**src/rtl/uart_tx_buf.sv**
```systemverilog
// uart_tx_buf: 8N1 serial transmitter with a one-entry holding buffer.
// Sits downstream of the UART receiver to forward/loop back received bytes.
// Optional build macro UART_TX_PARITY_EN inserts an even-parity bit (8E1).
module uart_tx_buf #(
    parameter logic [12:0] BAUD_CNT_MAX = 13'd5207,
    parameter logic [3:0]  DATA_BITS    = 4'd8
) (
    input  logic       sys_clk,
    input  logic       sys_rst,
    input  logic [7:0] pi_data,
    input  logic       pi_flag,
    output logic       tx,
    output logic       busy,
    output logic       ovf_flag
);

    localparam logic [2:0] LAST_BIT = 3'(DATA_BITS - 4'd1);

    typedef enum logic [2:0] {
        IDLE,
        START,
        DATA,
`ifdef UART_TX_PARITY_EN
        PARITY,
`endif
        STOP
    } state_t;

    state_t      state, state_nxt;
    logic [12:0] baud_cnt, baud_nxt;
    logic [2:0]  bit_idx, bit_nxt;
    logic [7:0]  shift_reg, shift_nxt;
    logic [7:0]  hold_data, hold_data_nxt;
    logic        hold_vld, hold_vld_nxt;
    logic        tx_nxt, busy_nxt, ovf_nxt;
    logic        bit_end;
    logic        load;
    logic [7:0]  load_data;
`ifdef UART_TX_PARITY_EN
    logic        par_bit, par_nxt;
`endif

    // State and datapath registers; reset forces the line idle immediately
    always_ff @(posedge sys_clk or posedge sys_rst) begin
        if (sys_rst) begin
            state     <= IDLE;
            baud_cnt  <= '0;
            bit_idx   <= '0;
            shift_reg <= '0;
            hold_data <= '0;
            hold_vld  <= 1'b0;
            tx        <= 1'b1;
            busy      <= 1'b0;
            ovf_flag  <= 1'b0;
`ifdef UART_TX_PARITY_EN
            par_bit   <= 1'b0;
`endif
        end else begin
            state     <= state_nxt;
            baud_cnt  <= baud_nxt;
            bit_idx   <= bit_nxt;
            shift_reg <= shift_nxt;
            hold_data <= hold_data_nxt;
            hold_vld  <= hold_vld_nxt;
            tx        <= tx_nxt;
            busy      <= busy_nxt;
            ovf_flag  <= ovf_nxt;
`ifdef UART_TX_PARITY_EN
            par_bit   <= par_nxt;
`endif
        end
    end

    // Next-state, bit timing, holding buffer and registered-output values
    always_comb begin
        state_nxt     = state;
        baud_nxt      = baud_cnt;
        bit_nxt       = bit_idx;
        shift_nxt     = shift_reg;
        hold_data_nxt = hold_data;
        hold_vld_nxt  = hold_vld;
        ovf_nxt       = 1'b0;
        load          = 1'b0;
        load_data     = pi_data;
        tx_nxt        = 1'b1;
`ifdef UART_TX_PARITY_EN
        par_nxt       = par_bit;
`endif
        bit_end = (baud_cnt == BAUD_CNT_MAX);

        if (state != IDLE) begin
            baud_nxt = bit_end ? 13'd0 : baud_cnt + 13'd1;
        end

        case (state)
            IDLE: begin
                baud_nxt = '0;
                if (pi_flag) begin
                    load      = 1'b1;
                    load_data = pi_data;
                end
            end
            START: begin
                if (bit_end) begin
                    state_nxt = DATA;
                    bit_nxt   = '0;
                end
            end
            DATA: begin
                if (bit_end) begin
                    if (bit_idx == LAST_BIT) begin
`ifdef UART_TX_PARITY_EN
                        state_nxt = PARITY;
`else
                        state_nxt = STOP;
`endif
                        bit_nxt = '0;
                    end else begin
                        bit_nxt   = bit_idx + 3'd1;
                        shift_nxt = shift_reg >> 1;
                    end
                end
            end
`ifdef UART_TX_PARITY_EN
            PARITY: begin
                if (bit_end) begin
                    state_nxt = STOP;
                end
            end
`endif
            STOP: begin
                if (bit_end) begin
                    if (hold_vld) begin
                        // Held byte goes next; a coincident strobe refills the buffer
                        load      = 1'b1;
                        load_data = hold_data;
                        if (pi_flag) begin
                            hold_data_nxt = pi_data;
                        end else begin
                            hold_vld_nxt = 1'b0;
                        end
                    end else if (pi_flag) begin
                        load      = 1'b1;
                        load_data = pi_data;
                    end else begin
                        state_nxt = IDLE;
                    end
                end
            end
            default: state_nxt = IDLE;
        endcase

        // Strobe during an active frame (not consumed at end of STOP): buffer or drop
        if (pi_flag && (state != IDLE) && !((state == STOP) && bit_end)) begin
            if (!hold_vld) begin
                hold_data_nxt = pi_data;
                hold_vld_nxt  = 1'b1;
            end else begin
                ovf_nxt = 1'b1;
            end
        end

        if (load) begin
            state_nxt = START;
            shift_nxt = load_data;
            bit_nxt   = '0;
            baud_nxt  = '0;
`ifdef UART_TX_PARITY_EN
            par_nxt   = ^load_data;
`endif
        end

        case (state_nxt)
            START:  tx_nxt = 1'b0;
            DATA:   tx_nxt = shift_nxt[0];
`ifdef UART_TX_PARITY_EN
            PARITY: tx_nxt = par_nxt;
`endif
            default: tx_nxt = 1'b1;
        endcase

        busy_nxt = (state_nxt != IDLE) | hold_vld_nxt;
    end

endmodule

```
**config.mk**
```make
export PLATFORM = sky130hd
export DESIGN_NAME = uart_tx_buf
export DESIGN_NICKNAME = d
export VERILOG_FILES = /design/src/rtl/uart_tx_buf.sv
export SDC_FILE = /design/constraint.sdc
export NUM_CORES = 1
export LEC_CHECK = 0
export CORE_UTILIZATION = 30
export CTS_CLUSTER_SIZE = 8
export DETAILED_ROUTE_END_ITERATION = 10
export SLEW_MARGIN = 15
export SYNTH_ARGS = -nofsm -noshare
export SYNTH_HDL_FRONTEND = slang
export SYNTH_SLANG_ARGS = --single-unit
```
**constraint.sdc**
```tcl
create_clock -name sys_clk -period 2.25 [get_ports sys_clk]
set_clock_uncertainty 0.1 [all_clocks]
set_input_delay 0.45 -clock sys_clk [delete_from_list [all_inputs] [get_ports sys_clk]]
set_output_delay 0.45 -clock sys_clk [all_outputs]
set_load 0.03 [all_outputs]
```
==> flow_summary.json <==
{
  "reg2regPathDepth": 7,
  "netlist_top_cells_area": "dfrtp_1, mux2i_1, nor2_1",
  "synth_cell_types": 44,
  "routabilityCongestion": 0.7989,
  "grt-ovfl-total": 0,
  "cts_hold_buf": 0,
  "row_count": 30,
  "r2r_end": "busy",
  "hold_viol": 0,
  "cts-root-buf": "clkbuf_8",
  "synth_seq_area_share_pct": 46.27,
  "cts_buffers": 5,
  "synth_top_flop_cell": "dfrtp_1",
  "reg2reg_from": "baud_cnt[1]",
  "fmax_mhz": 466.1,
  "final_nets": 227,
  "status": "finished, final reports clean",
  "peakVddDrop_mv": 0.3062,
  "ant_nets": 0,
  "period_share_pct": 95.35,
  "worst_ep_required_time_ns": 2.31,
  "routed_wl_um": 3830,
  "rsz0062_at_grt": "false",
  "core-area_sq_um": 6794,
  "final_core_util_pct": 37.64,
  "whs_endpoint": "hold_data[7]",
  "clockBufferDepth": 2,
  "grt_pass1_vias": 1425,
  "p_leak_nw": 1.019,
  "grt_pass1_wl_um": 6748,
  "cts_sinks": 39,
  "yosysMostFrequentCell": "dfrtp_1",
  "ys.warnings.count": 0,
  "cts_tree": "yes",
  "fill_cells": 678,
  "synth_nets": 204,
  "drc": 0,
  "grt_max_degree": 40,
  "dr.pass1.iters": 4,
  "place_inst": 301,
  "viasPerCell": 4.719,
  "largest_register_ff_count": 13,
  "boundaryPins": 14,
  "layout_min_cycle_time_ns": 2.145,
  "worst_slew_pin_slew_ns": 0.5008,
  "path_class": "reg2reg",
  "die_w_um": 85.91,
  "worstSkewPairLatency_ns": 0.29,
  "antenna_cells": 0,
  "synth_common_cells": "dfrtp_1, mux2i_1, nor2_1",
  "grtUsageTotal_pct": 11.57,
  "end_kind": "register",
  "die_h_um": 85.91,
  "drive_above_1_share_pct": 21.96,
  "die_area_sq_um": 7380,
  "max_cap_violations": 0,
  "hp-start": "hold_data[7]",
  "cts.clk_slew.worst_paths_ns": 0.08,
  "setup_viol": 0,
  "antenna_found_initial": 0,
  "htree_levels": 2,
  "hold_class": "reg2reg",
  "vias": 1463,
  "powerDensity_nw_per_um2": 661.5,
  "syn_inst": 190,
  "synth_area_per_cell_sq_um": 11.12,
  "place_hpwl_um": 2699,
  "critPathLaunchType": "register",
  "io_buffers": 13,
  "synthesis.area_sq_um": 2112,
  "final_cells": 310,
  "drt_iter0_markers": 44,
  "holdPathStages": 1,
  "synth-seq-cells": 39,
  "synth-edff-count": 0,
  "worst_slew_margin_rel_pct": 66.61,
  "start_util_pct": 31.09,
  "crit_arrival_ns": 2.20,
  "synth_top_area_share_pct": 45.02,
  "fin_tns_setup_ns": 0,
  "path_max_fanout": 4,
  "drv_slew": 0,
  "wl_per_cell_um": 12.35,
  "r2r_slack_ns": 0.10,
  "area_delta_synth_final_pct": 21.09,
  "ys_async_sr_fraction_pct": 100.0,
  "synth_area_leader_cell": "dfrtp_1"
}
-- stage by stage --
step	area [sq um]	setup WS (ns)	hold WS, ns	power (mW)
final	2557	0.1045	0.3952	1.692
after global routing	2557	0.002698	0.4156	1.789
after CTS	2504	0.01333	0.3988	1.707
after detailed placement	2390	-0.04991	0.3794	1.119
after global placement	2390	-0.04482	0.3683	1.108
after floorplan	2112	0.1310	0.3479	1.019
-- worst max-delay path by stage --
stage / from / end / slack, ns / depth (start not counted)
final: baud_cnt[1] / busy / 0.10 / 7
after global routing: baud_cnt[1] / busy / 0.003 / 6
after CTS: baud_cnt[1] / hold_data[1] / 0.01 / 5
after detailed placement: pi_flag / hold_data[5] / -0.05 / 4
after global placement: pi_flag / hold_data[3] / -0.04 / 4
after floorplan: baud_cnt[0] / hold_data[1] / 0.13 / 6
-- layout by cell type, fill, tap and decap left out, drive strengths merged, types with 7 or more instances in the layout --
| cell | netlist | layout |
|---|---|---|
| dfrtp | 38 | 38 |
| mux2i | 25 | 25 |
| nor2 | 23 | 23 |
| clkdlybuf4s50 | 0 | 13 |
| buf | 8 | 13 |
| nand3 | 11 | 11 |
| nand2 | 8 | 8 |
| xnor2 | 8 | 8 |
| mux2 | 8 | 8 |
| inv | 7 | 7 |
-- critical path, stage by stage (launching register included) --
cell      delay (ns)
dfrtp_1         0.40
ha_2            0.18
nor4bb_4        0.15
buf_4           0.15
and4_2          0.26
or2_2           0.29
a21o_1          0.16
or3_1           0.33
-- power by group --
group / switching [mW] / leakage [nW] / internal (mW)
clock: 0.249 / 0.0581 / 0.330
combinational: 0.119 / 0.467 / 0.138
sequential: 0.0605 / 0.494 / 0.794
total: 0.429 / 1.02 / 1.26
-- routing by layer --
layer	track usage [%]	part of all wire, %	vias to the layer above
li1	-	-	715
met4	4.091	1.0	0
met1	16.03	50	724
met3	2.695	2.6	2
met5	0	0	-
met2	17.68	46	22
-- area by class of cell --
cell class              count  area [sq um]  share of cell area [%]
clock inverters             3         43.79                   1.712
flip-flops and latches     39         977.2                   38.21
repair buffers             26         252.7                   9.883
clock buffers               5         68.82                   2.691
inverters                   7         26.28                   1.027
well taps                  96         120.1                   4.697
multi-input cells         134          1069                   41.78
-- repair_timing --
action,CTS,global route
setup endpoints to repair,13,11
setup buffers,0,1
pin swaps,0,4
resized for setup,1,7
-- kinds of logic after synthesis --
| kind of cell | after synthesis | synth area share [%] |
|---|---|---|
| simple gates | 70 | 19.67 |
| flops | 39 | 46.27 |
| mux | 33 | 16.11 |
| buf+inv | 17 | 4.799 |
| compound gates | 16 | 6.636 |
| xor+xnor | 11 | 4.562 |
| fa+ha+maj | 3 | 1.777 |
| other cells | 1 | 0.1776 |
(Power assumes the default switching activity.)
